===== src/rtl/processor_debugger_pkg.sv =====
// Shared definitions for the command-driven processor debugger: core debug
// command codes, register target bases, protocol bytes, ASCII opcodes and the
// state encodings used by processor_debugger_cmd and its byte serialiser.
package processor_debugger_pkg;

   localparam int unsigned BYTE_W = 8;
   localparam int unsigned WORD_W = 32;
   localparam int unsigned CMD_W  = 4;

   // Core debug port command codes
   localparam logic [CMD_W-1:0] CORE_DEBUG_CMD_READ        = 4'h0;
   localparam logic [CMD_W-1:0] CORE_DEBUG_CMD_WRITE       = 4'h1;
   localparam logic [CMD_W-1:0] CORE_DEBUG_CMD_GO          = 4'h8;
   localparam logic [CMD_W-1:0] CORE_DEBUG_CMD_SINGLE_STEP = 4'hA;
   localparam logic [CMD_W-1:0] CORE_DEBUG_CMD_STOP        = 4'hF;

   // Register target bases
   localparam logic [BYTE_W-1:0] CORE_DEBUG_TARGET_GR0    = 8'h00;
   localparam logic [BYTE_W-1:0] CORE_DEBUG_TARGET_CPUIDR = 8'h40;
   localparam logic [BYTE_W-1:0] CORE_DEBUG_TARGET_PTIDR  = 8'h80;

   // Status bytes returned to the host
   localparam logic [BYTE_W-1:0] DBG_ACK = 8'h06;
   localparam logic [BYTE_W-1:0] DBG_NAK = 8'h15;

   // ASCII command opcodes
   localparam logic [BYTE_W-1:0] OP_STOP  = 8'h53;  // 'S'
   localparam logic [BYTE_W-1:0] OP_GO    = 8'h47;  // 'G'
   localparam logic [BYTE_W-1:0] OP_STEP  = 8'h54;  // 'T'
   localparam logic [BYTE_W-1:0] OP_READ  = 8'h72;  // 'r'
   localparam logic [BYTE_W-1:0] OP_WRITE = 8'h77;  // 'w'
   localparam logic [BYTE_W-1:0] OP_DUMP  = 8'h44;  // 'D'

   typedef enum logic [2:0] {
      ST_IDLE,
      ST_ARG,
      ST_REQ,
      ST_WAIT,
      ST_TX_STAT,
      ST_TX_DATA
   } dbg_state_e;

   typedef enum logic [1:0] {
      DUMP_STOP,
      DUMP_READ,
      DUMP_GO
   } dump_phase_e;

   typedef enum logic [1:0] {
      TXS_IDLE,
      TXS_SEND,
      TXS_WAIT_HI,
      TXS_WAIT_LO
   } txser_state_e;

   // Payload presented to the core debug port
   typedef struct packed {
      logic [CMD_W-1:0]  command;
      logic [BYTE_W-1:0] target;
      logic [WORD_W-1:0] data;
   } dbg_req_t;

   // Next dump target: general registers run up to gr_last, then system regs
   function automatic logic [BYTE_W-1:0] next_dump_target(
      input logic [BYTE_W-1:0] cur,
      input logic [BYTE_W-1:0] gr_last
   );
      return (cur == gr_last) ? CORE_DEBUG_TARGET_CPUIDR : BYTE_W'(cur + 8'd1);
   endfunction

endpackage


===== src/rtl/processor_debugger_cmd_txser.sv =====
// Byte serialiser for the debugger's UART transmit side. On start_i it
// latches either a 32-bit word (4 bytes, MSB first) or a single byte taken
// from data_i[31:24], then sends each byte as a one-cycle tx_req_o pulse while
// the transmitter is idle, waiting for tx_busy_i to rise and fall again before
// the next byte. done_o pulses once after the last byte has been taken.
// Ports:
//   clk_i, rst_ni         clock, asynchronous active-low reset
//   start_i               begin a transfer (sampled when idle)
//   word_i                1: send 4 bytes, 0: send data_i[31:24] only
//   data_i[31:0]          payload
//   tx_busy_i             transmitter busy
//   tx_req_o, tx_data_o   byte request pulse and byte
//   done_o                transfer complete pulse
module processor_debugger_cmd_txser
   import processor_debugger_pkg::*;
(
   input  logic              clk_i,
   input  logic              rst_ni,
   input  logic              start_i,
   input  logic              word_i,
   input  logic [WORD_W-1:0] data_i,
   input  logic              tx_busy_i,
   output logic              tx_req_o,
   output logic [BYTE_W-1:0] tx_data_o,
   output logic              done_o
);

   txser_state_e      state_q, state_d;
   logic [WORD_W-1:0] shr_q, shr_d;
   logic [1:0]        rem_q, rem_d;
   logic              req_q, req_d;
   logic [BYTE_W-1:0] byte_q, byte_d;
   logic              done_q, done_d;

   // Next-state: request, wait for busy high, wait for busy low, repeat
   always_comb begin
      state_d = state_q;
      shr_d   = shr_q;
      rem_d   = rem_q;
      req_d   = 1'b0;
      byte_d  = byte_q;
      done_d  = 1'b0;
      case (state_q)
         TXS_IDLE: begin
            if (start_i) begin
               shr_d   = data_i;
               rem_d   = word_i ? 2'd3 : 2'd0;
               state_d = TXS_SEND;
            end
         end
         TXS_SEND: begin
            if (!tx_busy_i) begin
               req_d   = 1'b1;
               byte_d  = shr_q[WORD_W-1 -: BYTE_W];
               state_d = TXS_WAIT_HI;
            end
         end
         TXS_WAIT_HI: begin
            if (tx_busy_i) state_d = TXS_WAIT_LO;
         end
         TXS_WAIT_LO: begin
            if (!tx_busy_i) begin
               if (rem_q == 2'd0) begin
                  done_d  = 1'b1;
                  state_d = TXS_IDLE;
               end else begin
                  shr_d   = {shr_q[WORD_W-BYTE_W-1:0], 8'h00};
                  rem_d   = rem_q - 2'd1;
                  state_d = TXS_SEND;
               end
            end
         end
         default: state_d = TXS_IDLE;
      endcase
   end

   // State register
   always_ff @(posedge clk_i or negedge rst_ni) begin
      if (!rst_ni) begin
         state_q <= TXS_IDLE;
         shr_q   <= '0;
         rem_q   <= '0;
         req_q   <= 1'b0;
         byte_q  <= '0;
         done_q  <= 1'b0;
      end else begin
         state_q <= state_d;
         shr_q   <= shr_d;
         rem_q   <= rem_d;
         req_q   <= req_d;
         byte_q  <= byte_d;
         done_q  <= done_d;
      end
   end

   assign tx_req_o  = req_q;
   assign tx_data_o = byte_q;
   assign done_o    = done_q;

endmodule


===== src/rtl/processor_debugger_cmd.sv =====
// Command-driven processor debugger. Decodes an ASCII byte-stream protocol
// from a UART receiver (S stop, G go, T step, r read, w write, D dump), issues
// the matching core debug requests and streams ACK/NAK plus read data back.
// Optional core-response timeout: define PROCESSOR_DEBUGGER_CMD_TIMEOUT_EN.
// Ports:
//   iCLOCK, inRESET            clock, asynchronous active-low reset
//   iRX_VALID, iRX_DATA        received byte strobe and byte
//   oTX_REQ, iTX_BUSY, oTX_DATA transmit byte handshake
//   oDEBUG_CMD_*               core debug request (REQ, COMMAND, TARGET, DATA)
//   iDEBUG_CMD_BUSY            core cannot accept a request
//   iDEBUG_CMD_VALID/ERROR/DATA core response
//   oRX_OVERRUN                sticky: a byte was dropped while busy
module processor_debugger_cmd
   import processor_debugger_pkg::*;
#(
   parameter int unsigned P_GR_NUM  = 32,
   parameter int unsigned P_SYS_NUM = 15,
   parameter logic [15:0] P_TIMEOUT = 16'hFFFF
) (
   input  logic              iCLOCK,
   input  logic              inRESET,
   input  logic              iRX_VALID,
   input  logic [BYTE_W-1:0] iRX_DATA,
   output logic              oTX_REQ,
   input  logic              iTX_BUSY,
   output logic [BYTE_W-1:0] oTX_DATA,
   output logic              oDEBUG_CMD_REQ,
   input  logic              iDEBUG_CMD_BUSY,
   output logic [CMD_W-1:0]  oDEBUG_CMD_COMMAND,
   output logic [BYTE_W-1:0] oDEBUG_CMD_TARGET,
   output logic [WORD_W-1:0] oDEBUG_CMD_DATA,
   input  logic              iDEBUG_CMD_VALID,
   input  logic              iDEBUG_CMD_ERROR,
   input  logic [WORD_W-1:0] iDEBUG_CMD_DATA,
   output logic              oRX_OVERRUN
);

   if (P_GR_NUM == 0 || P_GR_NUM > 64 || P_SYS_NUM > 64 || P_TIMEOUT == 16'd0) begin : g_param_err
      $error("processor_debugger_cmd: P_GR_NUM must be 1..64, P_SYS_NUM <= 64, P_TIMEOUT > 0");
   end

   localparam logic [BYTE_W-1:0] GR_LAST   = BYTE_W'(P_GR_NUM - 1);
   localparam logic [BYTE_W-1:0] SYS_LAST  = BYTE_W'(64 + P_SYS_NUM - 1);
   localparam logic [BYTE_W-1:0] DUMP_LAST = (P_SYS_NUM == 0) ? GR_LAST : SYS_LAST;

   dbg_state_e        state_q, state_d;
   dbg_req_t          req_q, req_d;
   logic [WORD_W-1:0] rdata_q, rdata_d;
   logic [BYTE_W-1:0] stat_q, stat_d;
   logic [2:0]        need_q, need_d;
   logic [2:0]        argc_q, argc_d;
   logic              is_read_q, is_read_d;
   logic              dump_q, dump_d;
   dump_phase_e       phase_q, phase_d;
   logic              dump_err_q, dump_err_d;
   logic              tx_start_q, tx_start_d;
   logic              overrun_q, overrun_d;
   logic              tx_done;

`ifdef PROCESSOR_DEBUGGER_CMD_TIMEOUT_EN
   logic [15:0]       tmo_q, tmo_d;

   // Cycles spent waiting for the core; zero outside WAIT
   always_comb begin
      tmo_d = '0;
      if (state_q == ST_WAIT) tmo_d = tmo_q + 16'd1;
   end

   always_ff @(posedge iCLOCK or negedge inRESET) begin
      if (!inRESET) tmo_q <= '0;
      else          tmo_q <= tmo_d;
   end
`endif

   // Command decode, core handshake and response sequencing
   always_comb begin
      state_d    = state_q;
      req_d      = req_q;
      rdata_d    = rdata_q;
      stat_d     = stat_q;
      need_d     = need_q;
      argc_d     = argc_q;
      is_read_d  = is_read_q;
      dump_d     = dump_q;
      phase_d    = phase_q;
      dump_err_d = dump_err_q;
      tx_start_d = 1'b0;
      overrun_d  = overrun_q;

      if (iRX_VALID && state_q != ST_IDLE && state_q != ST_ARG) overrun_d = 1'b1;

      case (state_q)
         ST_IDLE: begin
            if (iRX_VALID) begin
               is_read_d    = 1'b0;
               dump_d       = 1'b0;
               dump_err_d   = 1'b0;
               argc_d       = '0;
               req_d.target = '0;
               req_d.data   = '0;
               case (iRX_DATA)
                  OP_STOP: begin
                     req_d.command = CORE_DEBUG_CMD_STOP;
                     state_d       = ST_REQ;
                  end
                  OP_GO: begin
                     req_d.command = CORE_DEBUG_CMD_GO;
                     state_d       = ST_REQ;
                  end
                  OP_STEP: begin
                     req_d.command = CORE_DEBUG_CMD_SINGLE_STEP;
                     state_d       = ST_REQ;
                  end
                  OP_READ: begin
                     req_d.command = CORE_DEBUG_CMD_READ;
                     need_d        = 3'd1;
                     is_read_d     = 1'b1;
                     state_d       = ST_ARG;
                  end
                  OP_WRITE: begin
                     req_d.command = CORE_DEBUG_CMD_WRITE;
                     need_d        = 3'd5;
                     state_d       = ST_ARG;
                  end
                  OP_DUMP: begin
                     req_d.command = CORE_DEBUG_CMD_STOP;
                     dump_d        = 1'b1;
                     phase_d       = DUMP_STOP;
                     state_d       = ST_REQ;
                  end
                  default: begin
                     stat_d     = DBG_NAK;
                     tx_start_d = 1'b1;
                     state_d    = ST_TX_STAT;
                  end
               endcase
            end
         end
         ST_ARG: begin
            // First argument is the target, the rest shift in as data MSB first
            if (iRX_VALID) begin
               if (argc_q == 3'd0) req_d.target = iRX_DATA;
               else                req_d.data   = {req_q.data[WORD_W-BYTE_W-1:0], iRX_DATA};
               argc_d = argc_q + 3'd1;
               if (argc_q == need_q - 3'd1) state_d = ST_REQ;
            end
         end
         ST_REQ: begin
            if (!iDEBUG_CMD_BUSY) state_d = ST_WAIT;
         end
         ST_WAIT: begin
            if (iDEBUG_CMD_VALID) begin
               rdata_d = iDEBUG_CMD_DATA;
               if (!dump_q) begin
                  stat_d     = iDEBUG_CMD_ERROR ? DBG_NAK : DBG_ACK;
                  tx_start_d = 1'b1;
                  state_d    = ST_TX_STAT;
               end else begin
                  case (phase_q)
                     DUMP_STOP, DUMP_READ: begin
                        if (iDEBUG_CMD_ERROR) begin
                           // Abort the dump but still let the core run again
                           dump_err_d    = 1'b1;
                           phase_d       = DUMP_GO;
                           req_d.command = CORE_DEBUG_CMD_GO;
                           state_d       = ST_REQ;
                        end else if (phase_q == DUMP_STOP) begin
                           phase_d       = DUMP_READ;
                           req_d.command = CORE_DEBUG_CMD_READ;
                           req_d.target  = CORE_DEBUG_TARGET_GR0;
                           state_d       = ST_REQ;
                        end else begin
                           tx_start_d = 1'b1;
                           state_d    = ST_TX_DATA;
                        end
                     end
                     default: begin
                        stat_d     = (dump_err_q || iDEBUG_CMD_ERROR) ? DBG_NAK : DBG_ACK;
                        tx_start_d = 1'b1;
                        state_d    = ST_TX_STAT;
                     end
                  endcase
               end
            end
`ifdef PROCESSOR_DEBUGGER_CMD_TIMEOUT_EN
            else if (tmo_q == P_TIMEOUT - 16'd1) begin
               // Silent core: report NAK, no go even inside a dump
               stat_d     = DBG_NAK;
               dump_d     = 1'b0;
               is_read_d  = 1'b0;
               tx_start_d = 1'b1;
               state_d    = ST_TX_STAT;
            end
`endif
         end
         ST_TX_STAT: begin
            if (tx_done) begin
               if (is_read_q && stat_q == DBG_ACK) begin
                  tx_start_d = 1'b1;
                  state_d    = ST_TX_DATA;
               end else begin
                  dump_d  = 1'b0;
                  state_d = ST_IDLE;
               end
            end
         end
         ST_TX_DATA: begin
            if (tx_done) begin
               if (!dump_q) begin
                  state_d = ST_IDLE;
               end else if (req_q.target == DUMP_LAST) begin
                  phase_d       = DUMP_GO;
                  req_d.command = CORE_DEBUG_CMD_GO;
                  state_d       = ST_REQ;
               end else begin
                  req_d.target = next_dump_target(req_q.target, GR_LAST);
                  state_d      = ST_REQ;
               end
            end
         end
         default: state_d = ST_IDLE;
      endcase
   end

   // State register
   always_ff @(posedge iCLOCK or negedge inRESET) begin
      if (!inRESET) begin
         state_q    <= ST_IDLE;
         req_q      <= '0;
         rdata_q    <= '0;
         stat_q     <= '0;
         need_q     <= '0;
         argc_q     <= '0;
         is_read_q  <= 1'b0;
         dump_q     <= 1'b0;
         phase_q    <= DUMP_STOP;
         dump_err_q <= 1'b0;
         tx_start_q <= 1'b0;
         overrun_q  <= 1'b0;
      end else begin
         state_q    <= state_d;
         req_q      <= req_d;
         rdata_q    <= rdata_d;
         stat_q     <= stat_d;
         need_q     <= need_d;
         argc_q     <= argc_d;
         is_read_q  <= is_read_d;
         dump_q     <= dump_d;
         phase_q    <= phase_d;
         dump_err_q <= dump_err_d;
         tx_start_q <= tx_start_d;
         overrun_q  <= overrun_d;
      end
   end

   processor_debugger_cmd_txser u_txser (
      .clk_i     (iCLOCK),
      .rst_ni    (inRESET),
      .start_i   (tx_start_q),
      .word_i    (state_q == ST_TX_DATA),
      .data_i    ((state_q == ST_TX_DATA) ? rdata_q : {stat_q, 24'h000000}),
      .tx_busy_i (iTX_BUSY),
      .tx_req_o  (oTX_REQ),
      .tx_data_o (oTX_DATA),
      .done_o    (tx_done)
   );

   // Request is offered only while the core can take it
   assign oDEBUG_CMD_REQ     = (state_q == ST_REQ) && !iDEBUG_CMD_BUSY;
   assign oDEBUG_CMD_COMMAND = req_q.command;
   assign oDEBUG_CMD_TARGET  = req_q.target;
   assign oDEBUG_CMD_DATA    = req_q.data;
   assign oRX_OVERRUN        = overrun_q;

endmodule

===== config.mk =====
export PLATFORM = sky130hd
export DESIGN_NAME = processor_debugger_cmd
export DESIGN_NICKNAME = d
export VERILOG_FILES = /design/src/rtl/processor_debugger_pkg.sv /design/src/rtl/processor_debugger_cmd_txser.sv /design/src/rtl/processor_debugger_cmd.sv
export SDC_FILE = /design/constraint.sdc
export NUM_CORES = 1
export LEC_CHECK = 0
export CORE_MARGIN = 2
export CORE_UTILIZATION = 45
export CTS_BUF_LIST = sky130_fd_sc_hd__clkbuf_16
export DETAILED_ROUTE_END_ITERATION = 16
export GPL_ROUTABILITY_DRIVEN = 0
export GPL_TIMING_DRIVEN = 0
export PLACE_DENSITY = 0.66
export SYNTH_ARGS = -nofsm -noshare
export SYNTH_HDL_FRONTEND = slang
export SYNTH_SLANG_ARGS = --single-unit

===== constraint.sdc =====
create_clock -name iCLOCK -period 3.11 [get_ports iCLOCK]
set_clock_uncertainty 0.15 [all_clocks]
set_input_delay 0.4665 -clock iCLOCK [delete_from_list [all_inputs] [get_ports iCLOCK]]
set_output_delay 0.4665 -clock iCLOCK [all_outputs]
set_load 0.01 [all_outputs]

# Yosys cells after proc, flatten, opt, wreduce, memory -nomap -nowiden
# Cells that the tools add are included.
# op_classes
add_sub_neg	4
eq_ne	48
mux	100
bitwise_logic	1
n_reduce_logical	39
# ops
operator	n
$mux 32	5
$pmux 32 s2	2
$mux 12	6
$mux 8	9
$eq 8x7->1 const B	7
$mux 44	1
$ne 2x2->1 const B	22
$mux 3	14
$mux 40	1
$mux 2	19
$pmux 8 s4	1
$mux 1	25
$pmux 4 s5	1
$reduce_and 10->1	2
$pmux 3 s2	3
$pmux 3 s6	1
$pmux 8 s2	1
$reduce_and 4->1	4
$pmux 4 s3	1
$reduce_and 12->1	1
$mux 5	2
$reduce_bool 2->1	5
$add 8x1->8 const B	1
$eq 8x3->1 const B	1
other kinds (36)	57
# word_totals
regBits	146
inputBits	47
out_inout_bits	55
elab_cells	212

# Logic depth before layout (Yosys ltp)
# depth
ltp_word	7
ltp_mapped	9
ltp_nobuf	7

# Hierarchy
# Synthesis repeated with hierarchy kept, for this count alone.
# hier_totals
cells_unflattened	573
area_unflattened_um2	6927.9
# modules_own_cells
mod	n_inst	cells_each	area_each_um2	seq_area_each_um2
processor_debugger_cmd	1	416	4626.9	2352.3
processor_debugger_cmd_txser	1	157	2301.0	1151.1

# Worst setup path after synthesis
# Ideal clock, no wire load.
# synth_path
kind	input -> register
startpoint	in iRX_DATA[2]
endpoint	reg phase_q[0]
setup_ns	0.128
t_arrival_ns	2.106
t_required_ns	2.832
setup_slack_ns	0.727
path_stages	6
n_path_buf	1
path_cell_list	buf_4 -> or3b_1 -> or2_1 -> or3_4 -> a211oi_2 -> mux2_1
# synth_via
elab_chain_cells	3
# synth_rtl
item	line_no	rtl
from (decl)	processor_debugger_cmd.sv:23	input logic [BYTE_W-1:0] iRX_DATA,
$eq 8x7->1	processor_debugger_cmd.sv:101	case (iRX_DATA)
$ne 2x1->1 (no source line)	n/a	
$reduce_and 10->1 (no source line)	n/a	
to (signal assigned)	processor_debugger_cmd.sv:249	phase_q <= phase_d;
to (decl)	processor_debugger_cmd.sv:54	dump_phase_e phase_q, phase_d;
# No other way between the ends.
# A chain may end at the register's enable or synchronous reset.

# Worst setup path in the final report
# layout_path
startpoint	reg state_q[1]
endpoint	out oDEBUG_CMD_REQ
# layout_via
elab_chain_cells	2
# layout_rtl
item	line_no	rtl
from (decl)	processor_debugger_cmd.sv:46	dbg_state_e state_q, state_d;
from (signal assigned)	processor_debugger_cmd.sv:241	state_q <= state_d;
$eq 3x2->1	processor_debugger_cmd.sv:269	assign oDEBUG_CMD_REQ = (state_q == ST_REQ) && !iDEBUG_CMD_BUSY;
$logic_and 1x1->1	processor_debugger_cmd.sv:269	
to (decl)	processor_debugger_cmd.sv:27	output logic oDEBUG_CMD_REQ,
# No other way between the ends.

==> impl_metrics.toml <==
[outcome]
outcome = "completed"

[grt]
grt_pass1_wl_mm = 26.5
grt_use_total_pct = 21.1
grt_pass1_vias = 5201
gr-total-overflow = 0
grt_max_degree = 84
antenna_found_initial = 0

[floorplan]
core_um2 = 14400
dieHeight_um = 125
start_util_pct = 45.5
top_level_ports = 102
fp.dieArea_um2 = 15500
std_cell_rows = 44
chipWidth_um = 125

[placed_design]
port_buffers = 98
dp.cells = 905
dp_slack_ns = 0.103
post-dp-hpwl_mm = 11.5
post_dp_cell_area_um2 = 7780

[cts]
cts_max_level = 4
root_buffer = "clkbuf_16"
cts_tree = "built"
clk_pin_slew_ns = 0.06
cts_buffers = 17
worstSkewPairLatency_ns = 0.41
cts_setup_buffers = 0
cts.sinks = 140
cts_max_path_buffers = 2

[timing]
fmax_mhz = 364
setup_viol = 0
grt_setup_unrepaired = "false"
relSlewSlack_pct = 48.4
fin_crit_sh_pct = 88.4
final.setup.tns_ns = 0
period_needed_ns = 2.75
hold_ws_ns = 0.315
finalWorstSetupSlack_ns = 0.362
slew_viol_final = 0
hold_viol_final = 0
tightest_slew_ns = 0.771

[worst_setup_path]
r2r-end = "oDEBUG_CMD_COMMAND[1]"
start_kind = "flop"
cp-end-kind = "output port"
reg2regPathDepth = 7
r2r_setup_slack_ns = 0.46
endpoint = "oDEBUG_CMD_REQ"
arrival_ns = 2.13
r2r-start = "oDEBUG_CMD_TARGET[0]"
startpoint = "state_q[1]"
cp_data_required_time_ns = 2.49
worstSetupPathType = "reg2out"
worstPathMaxFanout = 10

[synthesis]
synth.distinct_cells = 62
synth.avg_cell_area_um2 = 10.5
syn_inst = 622
synth_area_leaders = "dfrtp_1, mux2_2, nand2_1, a222oi_1, o21ai_0"
synth_top_area_share_pct = 53.6
synth.largest_area_cell = "dfrtp_1"
seq_area_frac_synth_pct = 53.6
postSynth.asyncResetShare_pct = 100
synth-seq-cells = 140
synth_edf_count = 0
synth_nets = 678
syn_area_um2 = 6540
yosys_warnings = 0
synthFlopType = "dfrtp_1"

[layout]
multi_input_area_um2 = 2750
num-nets-final = 797
num_antenna_cells = 0
final_util_pct = 58.2
most-common-layout-cells = "dfrtp_1, nand2_1, clkdlybuf4s50_1, mux2_2"
area.growth.synth_to_final_pct = 27.9
drive_gt1_share_pct = 13.6
postLayoutCellArea_um2 = 8360
final_common_cell = "dfrtp_1"
seq_area_um2 = 3500
stdcell_count = 936
fillers = 1232

[routing]
vias = 5259
drcViolationCount = 0
wl_per_cell_um = 17.0
antenna_left = 0
vias_per_cell = 5.62
routed_wl_mm = 15.9
drt_iter0_markers = 469
first_pass_iters = 6

[power]
power_mw = 5.00
ir_worst_vdd_mv = 0.374
pwr_density_cell_nw_per_um2 = 598
leakagePower_nw = 3.99

[min_path]
hold_path_class = "in2reg"

[flow_run]
drv_cap = 0
logic make-up after synthesis:
group | Yosys count | share of synthesized area (%)
flip-flops | 140 | 53.6
AND/OR/NAND/NOR | 216 | 16.9
adder cells (fa/ha/maj) | 9 | 1.72
AO/OA/AOI/OAI | 129 | 13.8
XOR/XNOR | 5 | 0.670
buffers and inverters | 71 | 4.36
multiplexers | 52 | 8.92
power breakdown:
group / switching, mW / internal [mW] / total [mW]
sequential: 0.0787 / 1.93 / 2.01
combinational: 0.610 / 0.396 / 1.01
clock: 0.745 / 1.24 / 1.99
total: 1.43 / 3.57 / 5.00
final cells by class:
cell class                 instances  share of cell area (%)
inverter                          33                    1.48
sequential                       140                    41.9
multi-input combinational        411                    32.9
clock inverter                    13                    1.81
timing repair buffer             100                    12.2
buffer                            38                    1.93
clock buffer                      17                    5.09
tap                              184                    2.75
state kept, by name (all words and copies together), names as in the netlist:
signal / flops
oDEBUG_CMD_DATA: 32
rdata_q: 32
u_txser.shr_q: 32
oDEBUG_CMD_TARGET: 8
u_txser.tx_data_o: 8
oDEBUG_CMD_COMMAND: 4
argc_q: 3
stat_q: 3
state_q: 3
need_q: 2
phase_q: 2
u_txser.rem_q: 2
u_txser.state_q: 2
dump_err_q: 1
dump_q: 1
is_read_q: 1
oRX_OVERRUN: 1
tx_start_q: 1
u_txser.done_o: 1
u_txser.tx_req_o: 1
cells in the mapped netlist (5+ instances only):
cell type and instances:
nor2_1 19, nand2b_1 12, o21ai_0 33, buf_2 12
a31oi_1 6, nor3_1 5, a22o_1 9, nor2b_1 9
clkbuf_1 24, a222oi_1 19, o31ai_1 8, or2_2 5
a21oi_1 25, nand3_1 30, mux2_2 46, inv_1 32
dfrtp_1 140, nor3b_1 6, ha_1 9, nand2_1 99
how the worst min path moves through the flow:
| stage | from | end | slack, ns | cells past startpoint |
|---|---|---|---|---|
| 2_1_floorplan | inRESET | argc_q[0] | 0.02 | 0 |
| 3_3_place_gp | oRX_OVERRUN | oRX_OVERRUN | 0.31 | 1 |
| 3_5_place_dp | oRX_OVERRUN | oRX_OVERRUN | 0.31 | 1 |
| 4_1_cts | iRX_DATA[5] | oDEBUG_CMD_DATA[5] | 0.30 | 3 |
| 5_1_grt | iRX_DATA[5] | oDEBUG_CMD_DATA[5] | 0.33 | 3 |
| 6_report | iRX_DATA[5] | oDEBUG_CMD_DATA[5] | 0.31 | 3 |
metal layers:
| layer | routed length [µm] | track usage [%] | up-vias |
|---|---|---|---|
| met2 | 7530 | 32.4 | 167 |
| met5 | 0 | 0 | - |
| li1 | - | - | 2444 |
| met4 | 284 | 8.33 | 0 |
| met3 | 851 | 5.07 | 19 |
| met1 | 7240 | 29.0 | 2629 |
worst max-delay path: stages, from the launching register on:
cell and delay (ns):
dfrtp_1 0.40, buf_2 0.22, buf_2 0.26, nand2b_1 0.13, nor3_1 0.14, clkdlybuf4s50_1 0.57
repair_timing:
action                                 CTS  global route
hold buffers                             1             0
endpoints found under the hold margin   57             0
gates resized for setup                  0             0
Power figures use the tool's default switching activity.
